$ cat src/rtl/control_part_scan_if.sv
// Bundles the control/config, fmap-memory and PE-side signals of the 3x3 window scanner.
// The master modport is the scanner itself; the slave modport is the memory/PE/host environment.
interface control_part_scan_if #(
    parameter int DW   = 8,
    parameter int AW_W = 7,
    parameter int AW_H = 3,
    parameter int BW   = 128
) ();
    logic                start;
    logic [AW_W:0]       cfg_w;
    logic [AW_H:0]       cfg_h;
    logic                cfg_pad;
    logic                cfg_stride2;
    logic                cfg_bias_en;
    logic                pause;
    logic [AW_W*9-1:0]   readi_w;
    logic [AW_H*9-1:0]   readi_h;
    logic [8:0]          rd_en;
    logic [DW*9-1:0]     fmaps;
    logic [BW-1:0]       biases;
    logic [DW*9-1:0]     fmap;
    logic [BW-1:0]       biasp;
    logic                en_pe_out;
    logic                busy;
    logic                done;

    modport master (
        input  start, cfg_w, cfg_h, cfg_pad, cfg_stride2, cfg_bias_en, pause, fmaps, biases,
        output readi_w, readi_h, rd_en, fmap, biasp, en_pe_out, busy, done
    );

    modport slave (
        output start, cfg_w, cfg_h, cfg_pad, cfg_stride2, cfg_bias_en, pause, fmaps, biases,
        input  readi_w, readi_h, rd_en, fmap, biasp, en_pe_out, busy, done
    );
endinterface

$ cat src/rtl/control_part_scan.sv
// 3x3 window scanner: walks window centres over the fmap, issues per-tap reads with zero padding,
// and re-aligns the returned tap data (masked) and bias with a PE valid strobe after RD_LAT cycles.
module control_part_scan #(
    parameter int DW     = 8,
    parameter int AW_W   = 7,
    parameter int AW_H   = 3,
    parameter int BW     = 128,
    parameter int RD_LAT = 1
) (
    input  logic                 clk,
    input  logic                 rst_n,
    control_part_scan_if.master  bus
);
    localparam logic [1:0] ST_IDLE  = 2'd0;
    localparam logic [1:0] ST_SCAN  = 2'd1;
    localparam logic [1:0] ST_DRAIN = 2'd2;
    localparam logic [1:0] ST_DONE  = 2'd3;

    localparam logic [AW_W:0] X_ZERO = {(AW_W+1){1'b0}};
    localparam logic [AW_W:0] X_ONE  = {{AW_W{1'b0}}, 1'b1};
    localparam logic [AW_H:0] Y_ZERO = {(AW_H+1){1'b0}};
    localparam logic [AW_H:0] Y_ONE  = {{AW_H{1'b0}}, 1'b1};
    localparam logic [2:0]    DRAIN_LAST = 3'(RD_LAT - 1);

    logic [1:0]      state_r;
    logic [AW_W:0]   w_r;
    logic [AW_H:0]   h_r;
    logic            pad_r;
    logic            s2_r;
    logic            bias_en_r;
    logic [AW_W:0]   x_r;
    logic [AW_H:0]   y_r;
    logic [2:0]      drain_r;
    logic [8:0]      mask_pipe_r [RD_LAT];
    logic [RD_LAT-1:0] valid_pipe_r;

    logic [AW_W+1:0] x_sum_s;
    logic [AW_W+1:0] x_hi_s;
    logic [AW_H+1:0] y_sum_s;
    logic [AW_H+1:0] y_hi_s;
    logic            last_x_s;
    logic            last_y_s;
    logic            issue_s;
    logic [8:0]      rd_en_s;
    logic [AW_W*9-1:0] readi_w_s;
    logic [AW_H*9-1:0] readi_h_s;
    logic [DW*9-1:0] fmap_s;
    logic [BW-1:0]   biasp_s;
    logic [8:0]      mask_d_s;
    logic            en_d_s;

    // Next-centre arithmetic and end-of-row / end-of-map detection (one extra bit avoids wrap)
    always_comb begin
        x_sum_s  = {1'b0, x_r} + {{AW_W{1'b0}}, s2_r, ~s2_r};
        y_sum_s  = {1'b0, y_r} + {{AW_H{1'b0}}, s2_r, ~s2_r};
        if (pad_r) begin
            x_hi_s = {1'b0, w_r} - {{(AW_W+1){1'b0}}, 1'b1};
            y_hi_s = {1'b0, h_r} - {{(AW_H+1){1'b0}}, 1'b1};
        end else begin
            x_hi_s = {1'b0, w_r} - {{AW_W{1'b0}}, 2'd2};
            y_hi_s = {1'b0, h_r} - {{AW_H{1'b0}}, 2'd2};
        end
        last_x_s = (x_sum_s > x_hi_s);
        last_y_s = (y_sum_s > y_hi_s);
        issue_s  = (state_r == ST_SCAN) && !bus.pause;
    end

    // Per-tap address and read enable; tap coordinates are kept offset by +1 so they stay unsigned
    always_comb begin : tap_gen
        logic [1:0]      cc;
        logic [1:0]      rr;
        logic [AW_W+1:0] tx1;
        logic [AW_H+1:0] ty1;
        rd_en_s   = 9'd0;
        readi_w_s = {(AW_W*9){1'b0}};
        readi_h_s = {(AW_H*9){1'b0}};
        cc  = 2'd0;
        rr  = 2'd0;
        tx1 = {(AW_W+2){1'b0}};
        ty1 = {(AW_H+2){1'b0}};
        if (state_r == ST_SCAN) begin
            for (int k = 0; k < 9; k++) begin
                cc  = 2'(k % 3);
                rr  = 2'(k / 3);
                tx1 = {1'b0, x_r} + {{AW_W{1'b0}}, cc};
                ty1 = {1'b0, y_r} + {{AW_H{1'b0}}, rr};
                if ((tx1 != {(AW_W+2){1'b0}}) && (tx1 <= {1'b0, w_r}) &&
                    (ty1 != {(AW_H+2){1'b0}}) && (ty1 <= {1'b0, h_r})) begin
                    readi_w_s[AW_W*9-1-AW_W*k -: AW_W] = x_r[AW_W-1:0] + {{(AW_W-2){1'b0}}, cc}
                                                       - {{(AW_W-1){1'b0}}, 1'b1};
                    readi_h_s[AW_H*9-1-AW_H*k -: AW_H] = y_r[AW_H-1:0] + {{(AW_H-2){1'b0}}, rr}
                                                       - {{(AW_H-1){1'b0}}, 1'b1};
                    if (!bus.pause) begin
                        rd_en_s[8-k] = 1'b1;
                    end else begin
                        rd_en_s[8-k] = 1'b0;
                    end
                end else begin
                    rd_en_s[8-k] = 1'b0;
                end
            end
        end else begin
            rd_en_s = 9'd0;
        end
    end

    // Scan FSM, config latch and centre counters
    always_ff @(posedge clk or negedge rst_n) begin
        if (!rst_n) begin
            state_r   <= ST_IDLE;
            w_r       <= X_ZERO;
            h_r       <= Y_ZERO;
            pad_r     <= 1'b0;
            s2_r      <= 1'b0;
            bias_en_r <= 1'b0;
            x_r       <= X_ZERO;
            y_r       <= Y_ZERO;
            drain_r   <= 3'd0;
        end else begin
            case (state_r)
                ST_IDLE: begin
                    if (bus.start) begin
                        w_r       <= bus.cfg_w;
                        h_r       <= bus.cfg_h;
                        pad_r     <= bus.cfg_pad;
                        s2_r      <= bus.cfg_stride2;
                        bias_en_r <= bus.cfg_bias_en;
                        x_r       <= bus.cfg_pad ? X_ZERO : X_ONE;
                        y_r       <= bus.cfg_pad ? Y_ZERO : Y_ONE;
                        if ((bus.cfg_w < {{(AW_W-1){1'b0}}, 2'd3}) ||
                            (bus.cfg_h < {{(AW_H-1){1'b0}}, 2'd3})) begin
                            state_r <= ST_DONE;
                        end else begin
                            state_r <= ST_SCAN;
                        end
                    end else begin
                        state_r <= ST_IDLE;
                    end
                end
                ST_SCAN: begin
                    if (!bus.pause) begin
                        if (!last_x_s) begin
                            x_r <= x_sum_s[AW_W:0];
                        end else if (!last_y_s) begin
                            x_r <= pad_r ? X_ZERO : X_ONE;
                            y_r <= y_sum_s[AW_H:0];
                        end else begin
                            drain_r <= 3'd0;
                            state_r <= ST_DRAIN;
                        end
                    end else begin
                        state_r <= ST_SCAN;
                    end
                end
                ST_DRAIN: begin
                    if (drain_r == DRAIN_LAST) begin
                        state_r <= ST_DONE;
                    end else begin
                        drain_r <= drain_r + 3'd1;
                    end
                end
                ST_DONE: begin
                    state_r <= ST_IDLE;
                end
                default: begin
                    state_r <= ST_IDLE;
                end
            endcase
        end
    end

    // Read-latency delay line carrying the tap mask and window-valid alongside memory data
    always_ff @(posedge clk or negedge rst_n) begin
        if (!rst_n) begin
            for (int i = 0; i < RD_LAT; i++) begin
                mask_pipe_r[i] <= 9'd0;
            end
            valid_pipe_r <= {RD_LAT{1'b0}};
        end else begin
            mask_pipe_r[0]  <= rd_en_s;
            valid_pipe_r[0] <= issue_s;
            for (int i = 1; i < RD_LAT; i++) begin
                mask_pipe_r[i]  <= mask_pipe_r[i-1];
                valid_pipe_r[i] <= valid_pipe_r[i-1];
            end
        end
    end

    // Lane masking and bias gating against the delayed strobe
    always_comb begin
        mask_d_s = mask_pipe_r[RD_LAT-1];
        en_d_s   = valid_pipe_r[RD_LAT-1];
        fmap_s   = {(DW*9){1'b0}};
        for (int j = 0; j < 9; j++) begin
            if (en_d_s && mask_d_s[j]) begin
                fmap_s[DW*j +: DW] = bus.fmaps[DW*j +: DW];
            end else begin
                fmap_s[DW*j +: DW] = {DW{1'b0}};
            end
        end
        if (en_d_s && bias_en_r) begin
            biasp_s = bus.biases;
        end else begin
            biasp_s = {BW{1'b0}};
        end
    end

    assign bus.rd_en     = rd_en_s;
    assign bus.readi_w   = readi_w_s;
    assign bus.readi_h   = readi_h_s;
    assign bus.fmap      = fmap_s;
    assign bus.biasp     = biasp_s;
    assign bus.en_pe_out = en_d_s;
    assign bus.busy      = (state_r != ST_IDLE);
    assign bus.done      = (state_r == ST_DONE);
endmodule

$ cat src/flat_wrapper.sv
// flat-port wrapper written by rule: the top's interface ports become plain ports
module control_part_scan_flat 
#(
    parameter int DW     = 8,
    parameter int AW_W   = 7,
    parameter int AW_H   = 3,
    parameter int BW     = 128,
    parameter int RD_LAT = 1
)
  (clk, rst_n, bus_start, bus_cfg_w, bus_cfg_h, bus_cfg_pad, bus_cfg_stride2, bus_cfg_bias_en, bus_pause, bus_fmaps, bus_biases, bus_readi_w, bus_readi_h, bus_rd_en, bus_fmap, bus_biasp, bus_en_pe_out, bus_busy, bus_done);
  control_part_scan_if #(.DW(DW), .AW_W(AW_W), .AW_H(AW_H), .BW(BW)) bus_i ();
  input  logic clk;
  input  logic rst_n;
  input wire logic [$bits(bus_i.start)-1:0] bus_start;
  input wire logic [$bits(bus_i.cfg_w)-1:0] bus_cfg_w;
  input wire logic [$bits(bus_i.cfg_h)-1:0] bus_cfg_h;
  input wire logic [$bits(bus_i.cfg_pad)-1:0] bus_cfg_pad;
  input wire logic [$bits(bus_i.cfg_stride2)-1:0] bus_cfg_stride2;
  input wire logic [$bits(bus_i.cfg_bias_en)-1:0] bus_cfg_bias_en;
  input wire logic [$bits(bus_i.pause)-1:0] bus_pause;
  input wire logic [$bits(bus_i.fmaps)-1:0] bus_fmaps;
  input wire logic [$bits(bus_i.biases)-1:0] bus_biases;
  output wire logic [$bits(bus_i.readi_w)-1:0] bus_readi_w;
  output wire logic [$bits(bus_i.readi_h)-1:0] bus_readi_h;
  output wire logic [$bits(bus_i.rd_en)-1:0] bus_rd_en;
  output wire logic [$bits(bus_i.fmap)-1:0] bus_fmap;
  output wire logic [$bits(bus_i.biasp)-1:0] bus_biasp;
  output wire logic [$bits(bus_i.en_pe_out)-1:0] bus_en_pe_out;
  output wire logic [$bits(bus_i.busy)-1:0] bus_busy;
  output wire logic [$bits(bus_i.done)-1:0] bus_done;
  assign bus_i.start = bus_start;
  assign bus_i.cfg_w = bus_cfg_w;
  assign bus_i.cfg_h = bus_cfg_h;
  assign bus_i.cfg_pad = bus_cfg_pad;
  assign bus_i.cfg_stride2 = bus_cfg_stride2;
  assign bus_i.cfg_bias_en = bus_cfg_bias_en;
  assign bus_i.pause = bus_pause;
  assign bus_i.fmaps = bus_fmaps;
  assign bus_i.biases = bus_biases;
  assign bus_readi_w = bus_i.readi_w;
  assign bus_readi_h = bus_i.readi_h;
  assign bus_rd_en = bus_i.rd_en;
  assign bus_fmap = bus_i.fmap;
  assign bus_biasp = bus_i.biasp;
  assign bus_en_pe_out = bus_i.en_pe_out;
  assign bus_busy = bus_i.busy;
  assign bus_done = bus_i.done;
  control_part_scan #(.DW(DW), .AW_W(AW_W), .AW_H(AW_H), .BW(BW), .RD_LAT(RD_LAT)) u_core (.clk(clk), .rst_n(rst_n), .bus(bus_i));
endmodule
$ cat config.mk
export PLATFORM = sky130hd
export DESIGN_NAME = control_part_scan_flat
export DESIGN_NICKNAME = d
export VERILOG_FILES = /design/src/rtl/control_part_scan_if.sv /design/src/rtl/control_part_scan.sv /design/src/flat_wrapper.sv
export SDC_FILE = /design/constraint.sdc
export NUM_CORES = 1
export LEC_CHECK = 0
export ABC_AREA = 0
export BUFFER_PORTS_ARGS = -buffer_cell sky130_fd_sc_hd__buf_2
export CAP_MARGIN = 10
export CORE_AREA = 2 2 201 203
export CTS_CLUSTER_SIZE = 25
export DETAILED_ROUTE_END_ITERATION = 8
export DIE_AREA = 0 0 203 205
export GPL_TIMING_DRIVEN = 0
export PLACE_DENSITY = 0.41
export SLEW_MARGIN = 30
export SYNTH_ARGS = -nofsm -noshare
export SYNTH_HDL_FRONTEND = slang
export SYNTH_SLANG_ARGS = --single-unit
export TNS_END_PERCENT = 20
$ cat constraint.sdc
create_clock -name clk -period 4.8 [get_ports clk]
set_input_delay 0.48 -clock clk [delete_from_list [all_inputs] [get_ports clk]]
set_output_delay 0.48 -clock clk [all_outputs]
set_load 0.01 [all_outputs]
Word-level counts from Yosys, hierarchy flattened
Index checks and enable logic that the tools add are counted.

Bits in registers: 42. Latch bits: 0. Bits in writable memories: 0. Bits in read-only memories: 0. Bits of input ports: 219. Output and inout bits: 302. Word-level logic and storage cells: 174. Memories kept: 0.

$add $sub $neg: 21. Multiply operators: 0. Div/mod/pow operators: 0. Magnitude comparators: 10. Equal/unequal tests: 13. Shifts and indexed selects: 0. Multiplexer cells: 68. Bitwise operators: 1. Reduce and logical (&&, ||, !) cells: 50.

Operator list (count): two-way mux 128 bit (1); two-way mux 8 bit (13); two-way mux 63 bit (1); two-way mux 7 bit (9); two-way mux 3 bit (13); logical AND 1 bit (32); two-way mux 27 bit (1); nonzero test 9 bit (3); subtractor 7 x 1 -> 7 bit (second input constant) (3); <= comparator 9 x 8 -> 1 bit (2); two-way mux 9 bit (2); two-way mux 4 bit (4); one-hot mux 8 bit (2 select lines) (1); nonzero test 5 bit (3); two-way mux 1 bit (13); two-way mux 2 bit (6); <= comparator 5 x 4 -> 1 bit (2); AND reduction 5 bit (2); adder 8 x 1 -> 9 bit (second input constant) (1); adder 8 x 2 -> 9 bit (1); adder 8 x 2 -> 9 bit (second input constant) (1); > comparator 9 bit (1); subtractor 3 x 1 -> 3 bit (second input constant) (3); subtractor 8 x 1 -> 9 bit (second input constant) (1); other kinds (34) (44).

Depth between registers and ports, before layout
Gate-level depths: netlist of run 1.

Word-level depth: 7. Depth in mapped cells: 14. Gate-level depth less buffers: 14.

Worst setup path before layout of run 1
Ideal clock, no wire load.

Path type: reg-to-reg. Start point: register u_core.w_r[1]. End point: register u_core.x_r[6]. Library setup time: 0.082 ns. Data arrival time: 3.225 ns. Required time: 4.718 ns. Slack: 1.493 ns. Cell stages (with the launch flop): 15. Path buffers: 0. Clock period less this slack: 3.307 ns. Cells stage by stage: dfrtp_1 > inv_1 > ha_1 > nand2_1 > o21ai_0 > nand3_1 > or3_1 > or3_1 > ha_1 > a21oi_4 > o21ai_2 > or4_4 > a21oi_4 > a31oi_1 > a31oi_1.

Longest elaborated chain between the ends: 6. Elaborated cells on any way between the ends: 9. Those cells by class: 2 x add/sub; 1 x order compare; 1 x eq/ne; 4 x mux; 1 x reduce/logical.

RTL lines: start, declared (RTL line control_part_scan.sv:26) `logic [AW_W:0] w_r;`; start signal, assigned (RTL line control_part_scan.sv:123) `w_r <= bus.cfg_w;`; subtractor 8 x 2 -> 9 bit / subtractor 8 x 1 -> 9 bit (equally long branches) (RTL line control_part_scan.sv:60, control_part_scan.sv:57); two-way mux 9 bit * (RTL line control_part_scan.sv:56) `if (pad_r) begin`; > comparator 9 bit * (RTL line control_part_scan.sv:63) `last_x_s = (x_sum_s > x_hi_s);`; two-way mux 8 bit (RTL line control_part_scan.sv:142) `if (!last_x_s) begin`; two-way mux 8 bit (RTL line control_part_scan.sv:141) `if (!bus.pause) begin`; one-hot mux 8 bit (2 select lines) (RTL line control_part_scan.sv:120) `case (state_r)`; end signal, assigned (RTL line control_part_scan.sv:128) `x_r <= bus.cfg_pad ? X_ZERO : X_ONE;`; end signal, assigned (RTL line control_part_scan.sv:143) `x_r <= x_sum_s[AW_W:0];`; end signal, assigned (RTL line control_part_scan.sv:145) `x_r <= pad_r ? X_ZERO : X_ONE;`; end, declared (RTL line control_part_scan.sv:31) `logic [AW_W:0] x_r;`.

Mark *: on every way between the ends. The rest lies on a longest branch, timed or not. The select of a mux whose other input is x is not followed. A chain may end at the register's enable or synchronous reset.

Worst setup path in the final report of run 1
Start point: register u_core.x_r[1]. End point: output port bus_rd_en[3].

Longest elaborated chain between the ends: 7. Elaborated cells on any way between the ends: 8. Those cells by class: 1 x add/sub; 1 x order compare; 2 x mux; 4 x reduce/logical.

RTL lines: adder 8 x 2 -> 9 bit * (RTL line control_part_scan.sv:85) `tx1 = {1'b0, x_r} + {{AW_W{1'b0}}, cc};`; <= comparator 9 x 8 -> 1 bit / nonzero test 9 bit (equally long branches) (RTL line control_part_scan.sv:87) `if ((tx1 != {(AW_W+2){1'b0}}) && (tx1 <= {1'b0, w_r}) &&`; logical AND 1 bit * (2 in a row) (RTL line control_part_scan.sv:87); logical AND 1 bit * (RTL line control_part_scan.sv:88) `(ty1 != {(AW_H+2){1'b0}}) && (ty1 <= {1'b0, h_r})) begin`; two-way mux 1 bit * (RTL line control_part_scan.sv:87); two-way mux 9 bit * (RTL line control_part_scan.sv:81) `if (state_r == ST_SCAN) begin`; end, declared (RTL line flat_wrapper.sv:25) `output wire logic [$bits(bus_i.rd_en)-1:0] bus_rd_en;`.

Mark *: on every way between the ends. The rest lies on a longest branch, timed or not.

==> results of run 1 <==
==> sequential cells by signal, summed over array words and instances (netlist names) <==
signal                count
u_core.mask_d_s           9
u_core.w_r                8
u_core.x_r                8
u_core.h_r                4
u_core.y_r                4
u_core.drain_r            3
u_core.state_r            2
u_core.bias_en_r          1
u_core.bus.en_pe_out      1
u_core.pad_r              1
u_core.s2_r               1
==> worst min-delay path by stage <==
stage / end / depth (start not counted)
after floorplan: u_core.bias_en_r / 0
after global placement: u_core.drain_r[0] / 1
after detailed placement: u_core.drain_r[0] / 1
after CTS: u_core.mask_d_s[3] / 1
after global routing: u_core.mask_d_s[3] / 1
final: u_core.mask_d_s[4] / 1
==> layer usage <==
metal / vias up / global-route usage
met3: 49 / 0.02768
met5: - / 0
met1: 4093 / 0.2321
li1: 4032 / -
met4: 2 / 0.05162
met2: 379 / 0.3159
==> critical path: cells and delay by family, from the launching register on <==
family	cells	cell delay [ns]
XOR/XNOR	1	0.13
AO/OA/AOI/OAI	2	0.36
buffers and inverters	2	0.53
adder cells (fa/ha/maj)	2	0.74
AND/OR/NAND/NOR	5	1.28
flip-flops	1	0.65
==> synth_stat cells (all sizes together), types with 3 or more instances <==
| master | instances | area, sq um |
|---|---|---|
| o211ai | 4 | 30.03 |
| a21o | 9 | 67.56 |
| o21ai | 32 | 163.9 |
| mux2 | 3 | 33.78 |
| o21a | 6 | 45.04 |
| nor3 | 44 | 236.5 |
| nand2b | 5 | 31.28 |
| nor2 | 78 | 295.3 |
| nand4 | 11 | 68.82 |
| nor2b | 5 | 31.28 |
| inv | 32 | 120.1 |
| clkbuf | 58 | 219.0 |
| a211oi | 3 | 22.52 |
| o31ai | 5 | 51.30 |
| xnor2 | 23 | 201.4 |
| a32o | 4 | 41.29 |
| dfrtp | 42 | 1051 |
| or3 | 5 | 31.28 |
| mux2i | 3 | 30.03 |
| xor2 | 15 | 131.4 |
| or2 | 4 | 25.03 |
| nor4 | 5 | 37.53 |
| buf | 14 | 75.07 |
| a31oi | 8 | 50.05 |
| nand3 | 17 | 95.09 |
| nor3b | 5 | 37.54 |
| and4 | 3 | 26.28 |
| nand2 | 70 | 262.8 |
| ha | 71 | 888.4 |
| o21bai | 3 | 22.52 |
| and3 | 202 | 1264 |
| a21oi | 19 | 117.6 |
==> placed cells by master, fill, tap and decap left out, types with 5 or more instances in the layout <==
cell type and count:
a21o_1 9, a21oi_1 17, a31oi_1 8, and3_1 202
buf_2 531, clkbuf_1 58, clkbuf_16 5, dfrtp_1 42
ha_1 71, inv_1 32, nand2_1 70, nand2b_1 5
nand3_1 15, nand4_1 11, nor2_1 77, nor2b_1 5
nor3_1 42, nor3b_1 5, o21a_1 6, o21ai_0 27
or3_1 5, xnor2_1 23, xor2_1 15
==> through the flow <==
| stage | hold slack (ns) | setup WS, ns |
|---|---|---|
| floorplan | 0.1844 | 1.493 |
| global placement | 0.5087 | 0.6642 |
| detailed placement | 0.5155 | 0.7916 |
| CTS | 0.2204 | 0.4400 |
| global route | 0.2472 | 0.1214 |
| finish | 0.1916 | 0.3104 |
==> kinds of logic (layout without fill, tap and decap cells) <==
logic type	after synthesis	count (layout)	synth area share
buffers and inverters	104	632	0.06842
XOR/XNOR	38	38	0.05498
AO/OA/AOI/OAI	108	108	0.1242
multiplexers	6	6	0.01054
AND/OR/NAND/NOR	462	462	0.4148
adder cells (fa/ha/maj)	73	73	0.1534
flip-flops	42	42	0.1736
other	0	4	0
==> power by group through the flow <==
| stage | combinational (W) | clock, W | sequential, W |
|---|---|---|---|
| 5_1_grt | 0.00636 | 0.000433 | 0.000756 |
| 6_report | 0.00581 | 0.000412 | 0.000732 |
| 4_1_cts | 0.00584 | 0.000422 | 0.000729 |
| 3_5_place_dp | 0.00580 | 0 | 0.000736 |
| 2_1_floorplan | 0.00342 | 0 | 0.000641 |
| 3_3_place_gp | 0.00580 | 0 | 0.000737 |
==> cell type report <==
| type | instances | area, sq um | area share |
|---|---|---|---|
| diodes | 4 | 10.01 | 0.001055 |
| plain buffers | 72 | 294.0 | 0.03098 |
| clock buffers | 6 | 128.9 | 0.01358 |
| clock inverters | 2 | 37.54 | 0.003955 |
| inverters | 32 | 120.1 | 0.01265 |
| multi-input cells | 687 | 4588 | 0.4834 |
| flip-flops and latches | 42 | 1051 | 0.1107 |
| well taps | 525 | 656.9 | 0.06921 |
| repair buffers | 520 | 2605 | 0.2745 |
==> reports/qor.yml, run 1 <==
cts_buffers: 5
syn_nets: 1125
die_h_um: 205
drc: 0
cp_max_fo: 10
cts_buffer_depth: 2
synth-seq-cells: 42
crit_path_end: "bus_rd_en[3]"
clockPowerShare: 0.059
grt_max_degree: 43
grt_pass1_wl_um: 55780
place.gp.congestion: 0.9794
seq_area_frac_synth: 0.1736
power_leakage_nw: 5.987
path_cells: "ha_1 > nand3_1 > nor2_1 > xor2_1 > ha_1 > nand4_1 > o21ai_0 > o31a_1 > nand3_1 > buf_4 > nor3_1 > buf_2"
drv_cap: 0
placed_cell_area_sq_um: 9315
synth_area_sq_um: 6053
reg2reg_slack_ns: 0.97
postCtsSetupBuffers: 0
postRouteWirelength_um: 40580
internal-power_w: 0.002807
slew_headroom: 0.5349
clock-sinks: 42
worstPathRequired_ns: 4.32
regToRegStartpoint: "u_core.w_r[1]"
hpwl_um: 35180
min_period_over_period: 0.9353
final_cell_area_sq_um: 9492
grt_usage: 0.1817
reg2reg_depth: 14
start_kind: "flip-flop"
synthCells: 833
cts.repair.resized: 0
skew_ns: 0.004555
status: "finished, final reports clean"
ctsHoldBuffers: 0
worst_pin_slew_ns: 0.6976
clk_pin_slew_ns: 0.07
clk_latency_ns: 0.30
final_util: 0.2411
dieArea_sq_um: 41620
io_pins: 521
drt-pass1-iter-count: 5
wl_per_cell_um: 21.47
top_layer_used: "met5"
syn_avg_cell_area_sq_um: 7.267
hold_viol: 0
max-vdd-ir-drop_mv: 0.4015
async_reset_ff_frac: 1.000
tns_ns: 0
num_rows: 73
vias_per_cell: 4.526
period_needed_ns: 4.490
wl_met1_um: 16910
antenna_found_initial: 5
first_iter_violations: 629
hold_path_class: "in2async"
cts_tree: "yes"
wl_met3_um: 2753
overflow: 0
arrival_ns: 4.01
fillCellCount: 4479
startpoint: "u_core.x_r[1]"
ys_warn_count: 0
synth-edff-count: 0
final_antenna_net_count: 0
placed_cells: 1878
critPathMaxStageDelay_ns: 0.65
r2r-end: "u_core.x_r[3]"
layout-area-overhead-vs-synth_pct: 56.80
fin_cells: 1890
cts-root-buf: "clkbuf_16"
htreeDepth: 2
path_class: "reg2out"
setup_violations: 0
final_max_slew_viol_count: 0
initial_core_util: 0.1538
met2_length_um: 19820
rsz0062_at_grt: "false"
fmax_mhz: 222.7
die_w_um: 203
core_sq_um: 39370
cp_slowest_cell: "dfrtp_1"
seqPwrFrac: 0.105
end_kind: "primary output"
switching_share: 0.5962
design.final.nets: 1652
num_vias: 8555
drive_gt1_frac: 0.4129
pwr-share-comb: 0.835
grt_pass1_vias: 8045
synth_top_flop_cell: "dfrtp_1"
p_sw_w: 0.004145
fin_total_pwr_w: 0.006953
portBuffers: 520
power.density_nw_per_um2: 732.5
synthDistinctLibCells: 64
No activity file was read; power rests on OpenSTA's default activity.
==> inputs of run 2 (changes only) <==
==> constraint.sdc (replaced) <==
create_clock -name clk -period 4.4 [get_ports clk]
set_input_delay 0.44 -clock clk [delete_from_list [all_inputs] [get_ports clk]]
set_output_delay 0.44 -clock clk [all_outputs]
set_load 0.01 [all_outputs]
==> run 2 against run 1 <==
- count of clock-buffer cells in the layout stayed put
- via count is 0.35% higher
- core utilization hardly changed
- routed wire length is 0.17% higher
- critical path depth stayed put
- design area is 0.16% higher
- setup slack worse by 0.11 ns
- combinational power is 9.5% higher
- critical endpoint unchanged
==> reports/qor.yml, run 2 (synthesis results as in run 1) <==
clk_latency_ns: 0.30  # about the same
mostFrequentLayoutCells: "531 x buf_2, 202 x and3_1, 77 x nor2_1"  # unchanged
slew_headroom: 0.5355  # was 0.5349
power_leakage_nw: 5.995  # was 5.987 nW
grt_pass1_vias: 8045  # unchanged
drc: 0  # unchanged
grt_max_degree: 43  # unchanged
die_w_um: 203  # unchanged
design.final.nets: 1652  # unchanged
drt-pass1-iter-count: 5  # unchanged
path_class: "reg2out"  # unchanged
ctsHoldBuffers: 0  # unchanged
layout_setup_ws_ns: 0.1961  # was 0.3104 ns
die_h_um: 205  # unchanged
worstPathRequired_ns: 3.96  # was 4.32 ns
fmax_mhz: 237.9
setup_violations: 0  # unchanged
top_layer_used: "met5"  # unchanged
vias_per_cell: 4.545  # was 4.526
power.density_nw_per_um2: 800.5  # was 732.5 nW/um^2
layout-area-overhead-vs-synth_pct: 57.05  # was 56.80%
hpwl_um: 35180  # unchanged
cts_buffers: 5  # unchanged
overflow: 0  # unchanged
cp_max_fo: 10  # unchanged
fillCellCount: 4479  # unchanged
cts_tree: "yes"  # unchanged
largest_reg_flops: 9  # unchanged
clk_pin_slew_ns: 0.07  # about the same
portBuffers: 520  # unchanged
cts_buffer_depth: 2  # unchanged
final_cell_area_sq_um: 9507  # was 9492 sq um
cts-root-buf: "clkbuf_16"  # unchanged
grt_pass1_wl_um: 55780  # unchanged
antenna_found_initial: 5  # unchanged
cts.repair.resized: 0  # unchanged
wl_met1_um: 17060  # was 16910 um
period_needed_ns: 4.204
wl_per_cell_um: 21.52  # was 21.47 um
final_common_cell: "buf_2"  # unchanged
hold_viol: 0  # unchanged
grt_usage: 0.1817  # unchanged
start_kind: "flip-flop"  # unchanged
initial_core_util: 0.1538  # unchanged
core_sq_um: 39370  # unchanged
io_pins: 521  # unchanged
dieArea_sq_um: 41620  # unchanged
final_max_slew_viol_count: 0  # unchanged
htreeDepth: 2  # unchanged
postCtsSetupBuffers: 0  # unchanged
placed_cell_area_sq_um: 9315  # unchanged
arrival_ns: 3.76  # was 4.01 ns
first_iter_violations: 651  # was 629
final_antenna_net_count: 0  # unchanged
hold_path_class: "in2async"  # unchanged
postRouteWirelength_um: 40650  # was 40580 um
drv_cap: 0  # unchanged
skew_ns: 0.006151  # was 0.004555 ns
place.gp.congestion: 0.9794  # unchanged
end_kind: "primary output"  # unchanged
tns_ns: 0  # unchanged
post-place-ws_ns: 0.4316  # was 0.7916 ns
wl_met3_um: 2645  # was 2753 um
rsz0062_at_grt: "false"  # unchanged
met2_length_um: 19840  # was 19820 um
max-vdd-ir-drop_mv: 0.4384  # was 0.4015 mV
worst_pin_slew_ns: 0.6968  # was 0.6976 ns
drive_gt1_frac: 0.4166  # was 0.4129
clock-sinks: 42  # unchanged
num_vias: 8585  # was 8555
num_rows: 73  # unchanged
status: "finished, final reports clean"  # unchanged
min_period_over_period: 0.9554
[run 2: cell types whose count changed in the layout (fill, tap and decap cells not counted), sizes merged]
cell,change
diode,-1
[run 2: metal layers]
metal / vias to the layer above / GRT usage
met1: 4110 / 0.2321
met5: - / 0
met4: 2 / 0.05162
li1: 4036 / -
met3: 51 / 0.02768
met2: 386 / 0.3159
[run 2: area by class of cell]
class                      count  area, sq um  area share
multi-input combinational    687         4603      0.4842
timing repair buffer         520         2605      0.2740
sequential                    42         1052      0.1107
tap                          525        656.9     0.06910
buffer                        72        295.3     0.03106
clock buffer                   6        128.9     0.01356
inverter                      32        120.1     0.01263
clock inverter                 2        37.54    0.003948
antenna                        3        7.507   0.0007897
[run 2: report_power, final]
| part | internal, W | switching (W) | leakage (nW) |
|---|---|---|---|
| Clock | 0.000269 | 0.000178 | 0.0771 |
| Sequential | 0.000554 | 0.000246 | 0.508 |
| Combinational | 0.00225 | 0.00411 | 5.41 |
[run 2: stage by stage]
stage               utilization  power (W)  hold slack (ns)  instances
floorplan                     -   0.004433           0.1444        833
global placement         0.2366   0.007135           0.5087       1878
detailed placement       0.2366   0.007130           0.5073       1878
CTS                      0.2409   0.007624           0.1804       1886
global route             0.2414   0.008252           0.2072       1888
finish                   0.2415   0.007610           0.1547       1889
[run 2: path summary, 6_finish.rpt]
kind | start | to | slack, ns | depth (start not counted)
setup / recovery | u_core.x_r[2] | bus_rd_en[3] | 0.20 | 12
hold / removal | rst_n | u_core.mask_d_s[3] | 0.15 | 1
setup reg to reg | u_core.w_r[1] | u_core.x_r[3] | 0.57 | 14
hold reg to reg | u_core.drain_r[0] | u_core.drain_r[0] | 0.53 | 1
max in group asynchronous | rst_n | u_core.x_r[1] | 3.79 | 1
min in group clk | bus_cfg_w[2] | u_core.w_r[2] | 0.36 | 3
[run 2: critical path: stages (launching register included)]
cell,delay [ns]
dfrtp_1,0.48
buf_2,0.30
inv_1,0.20
ha_1,0.35
ha_1,0.31
a21o_1,0.18
a21oi_1,0.15
o221ai_1,0.15
o2111ai_1,0.16
nand3_1,0.27
buf_4,0.27
nor3_2,0.39
buf_2,0.22
==> inputs of run 3 (changes only) <==
==> constraint.sdc (replaced) <==
create_clock -name clk -period 4.4 [get_ports clk]
set_input_delay 0.44 -clock clk [delete_from_list [all_inputs] [get_ports clk]]
set_output_delay 0.44 -clock clk [all_outputs]
set_load 0.02 [all_outputs]
==> run 3 against run 2 <==
- sequential cell count did not move
- critical endpoint unchanged
- critical path type unchanged
- die area did not move
- clock power about the same
- setup slack gained 0.023 ns
- largest cell class unchanged
- combinational power grew 13%
- global-route usage is the same
- total power increased by 11%
==> reports/qor.yml, run 3 (synthesis results as in run 1) <==
startpoint: "u_core.y_r[1]"  # was u_core.x_r[2]
fillCellCount: 4480  # was 4479
period_needed_ns: 4.181  # was 4.204 ns
seq_area_sq_um: 1052  # unchanged
wl_per_cell_um: 21.48  # was 21.52 um
switching_share: 0.6358  # was 0.5962
layout-area-overhead-vs-synth_pct: 57.13  # was 57.05%
regToRegStartpoint: "u_core.w_r[1]"  # unchanged
setup_violations: 0  # unchanged
drive_gt1_frac: 0.4173  # was 0.4166
drc: 0  # unchanged
cts_buffers: 5  # unchanged
final_util: 0.2416  # was 0.2415
slew_headroom: 0.5345  # was 0.5355
largest_reg_flops: 9  # unchanged
clockPowerShare: 0.053  # was 0.059
mostFrequentLayoutCells: "531 x buf_2, 202 x and3_1, 77 x nor2_1"  # unchanged
crit_family: "buffers and inverters"  # unchanged
hold_viol: 0  # unchanged
placed_cell_area_sq_um: 9315  # unchanged
fmax_mhz: 239.2  # was 237.9 MHz
start_kind: "flip-flop"  # unchanged
clk_pin_slew_ns: 0.07  # about the same
worst_pin_slew_ns: 0.6982  # was 0.6968 ns
clk_latency_ns: 0.30  # about the same
core_sq_um: 39370  # unchanged
final_common_cell: "buf_2"  # unchanged
critPathMaxStageDelay_ns: 0.60  # was 0.48 ns
grt_usage: 0.1817  # unchanged
first_iter_violations: 680  # was 651
skew_ns: 0.004596  # was 0.006151 ns
layout_setup_ws_ns: 0.2194  # was 0.1961 ns
dieArea_sq_um: 41620  # unchanged
die_h_um: 205  # unchanged
rsz0062_at_grt: "false"  # unchanged
power_leakage_nw: 6.002  # was 5.995 nW
overflow: 0  # unchanged
postRouteWirelength_um: 40580  # was 40650 um
drv_cap: 0  # unchanged
path_cells: "inv_1 > ha_1 > ha_1 > nor2b_1 > o21a_1 > o21a_1 > o21ai_0 > nand2_1 > clkbuf_1 > nor3_2 > buf_2"  # was buf_2 > inv_1 > ha_1 > ha_1 > a21o_1 > a21oi_1 > o221ai_1 > o2111ai_1 > nand3_1 > buf_4 > nor3_2 > buf_2
cts-root-buf: "clkbuf_16"  # unchanged
worstPathRequired_ns: 3.96  # about the same
cts_buffer_depth: 2  # unchanged
hold_path_class: "in2async"  # unchanged
grt_pass1_vias: 8045  # unchanged
num_vias: 8536  # was 8585
max-vdd-ir-drop_mv: 0.6144  # was 0.4384 mV
internal-power_w: 0.003082  # was 0.003073 W
arrival_ns: 3.74  # was 3.76 ns
power.density_nw_per_um2: 889.9  # was 800.5 nW/um^2
num_rows: 73  # unchanged
cp_slowest_cell: "dfrtp_1"  # unchanged
place.gp.congestion: 0.9794  # unchanged
min_period_over_period: 0.9501  # was 0.9554
multiInputGateArea_sq_um: 4608  # was 4603 sq um
pwr-share-comb: 0.852  # was 0.836
portBuffers: 520  # unchanged
cp_max_fo: 10  # unchanged
design.final.nets: 1652  # unchanged
path_class: "reg2out"  # unchanged
initial_core_util: 0.1538  # unchanged
drt-pass1-iter-count: 5  # unchanged
vias_per_cell: 4.519  # was 4.545
post-place-ws_ns: 0.3982  # was 0.4316 ns
p_sw_w: 0.005382  # was 0.004537 W
htreeDepth: 2  # unchanged
critPathBufInv: 3  # was 4
clock-sinks: 42  # unchanged
seqPwrFrac: 0.095  # was 0.105
end_kind: "primary output"  # unchanged
antenna_found_initial: 5  # unchanged
io_pins: 521  # unchanged
timing.hold.ws_ns: 0.1537  # was 0.1547 ns
grt_pass1_wl_um: 55780  # unchanged
final_antenna_net_count: 0  # unchanged
tns_ns: 0  # unchanged
status: "finished, final reports clean"  # unchanged
final_max_slew_viol_count: 0  # unchanged
die_w_um: 203  # unchanged
grt_max_degree: 43  # unchanged
final_cell_area_sq_um: 9512  # was 9507 sq um
hpwl_um: 35180  # unchanged
cts_tree: "yes"  # unchanged
==> run 3: stage by stage <==
| step | power, W | std cells |
|---|---|---|
| 2_1_floorplan | 0.005280 | 833 |
| 3_3_place_gp | 0.007985 | 1878 |
| 3_5_place_dp | 0.007980 | 1878 |
| 4_1_cts | 0.008474 | 1886 |
| 5_1_grt | 0.009104 | 1888 |
| 6_report | 0.008464 | 1889 |
==> run 3: area by class of cell <==
cell class	instances	area share
multi-input cells	687	0.4845
repair buffers	520	0.2739
well taps	525	0.06906
inverters	32	0.01263
plain buffers	72	0.03104
diodes	3	0.0007893
flip-flops and latches	42	0.1106
clock inverters	2	0.003946
clock buffers	6	0.01355
==> run 3: path summary, 6_finish.rpt <==
check / to / slack (ns) / cells past startpoint
worst min-delay path: u_core.mask_d_s[4] / 0.15 / 1
worst max-delay path: bus_rd_en[3] / 0.22 / 11
worst min register to register: u_core.drain_r[0] / 0.53 / 1
max in group asynchronous: u_core.x_r[1] / 3.79 / 1
worst max register to register: u_core.x_r[5] / 0.58 / 14
min in group clk: u_core.w_r[2] / 0.36 / 3
==> run 3: worst reg2reg max path: stages, from the launching register on <==
cell and delay, ns:
dfrtp_1 0.37, inv_1 0.29, ha_1 0.26, nand2_1 0.06, o21ai_0 0.07, nand3_1 0.14
or3_1 0.38, or3_1 0.33, ha_1 0.35, a21oi_4 0.22, o21ai_2 0.10, or4_4 0.56
nand3_2 0.15, o21a_1 0.27, a31oi_1 0.14
==> run 3: layer usage <==
layer | track usage | part of all wire | up-vias
met5 | 0 | 0.00032 | -
met4 | 0.05162 | 0.027 | 2
met3 | 0.02768 | 0.059 | 47
met2 | 0.3159 | 0.49 | 348
met1 | 0.2321 | 0.42 | 4111
li1 | - | - | 4028
==> run 3: power by group through the flow <==
stage	Combinational (W)	Clock, W	Sequential [W]
2_1_floorplan	0.00458	0	0.000702
3_3_place_gp	0.00718	0	0.000804
3_5_place_dp	0.00718	0	0.000802
4_1_cts	0.00722	0.000461	0.000795
5_1_grt	0.00781	0.000473	0.000825
6_report	0.00721	0.000449	0.000803
==> run 3: what timing repair did <==
| item | 4_1_cts | 5_1_grt |
|---|---|---|
| hold buffers | 0 | 0 |
| resized for setup | 0 | 7 |
| endpoints found under the setup margin | 0 | 29 |
| setup buffers | 0 | 0 |
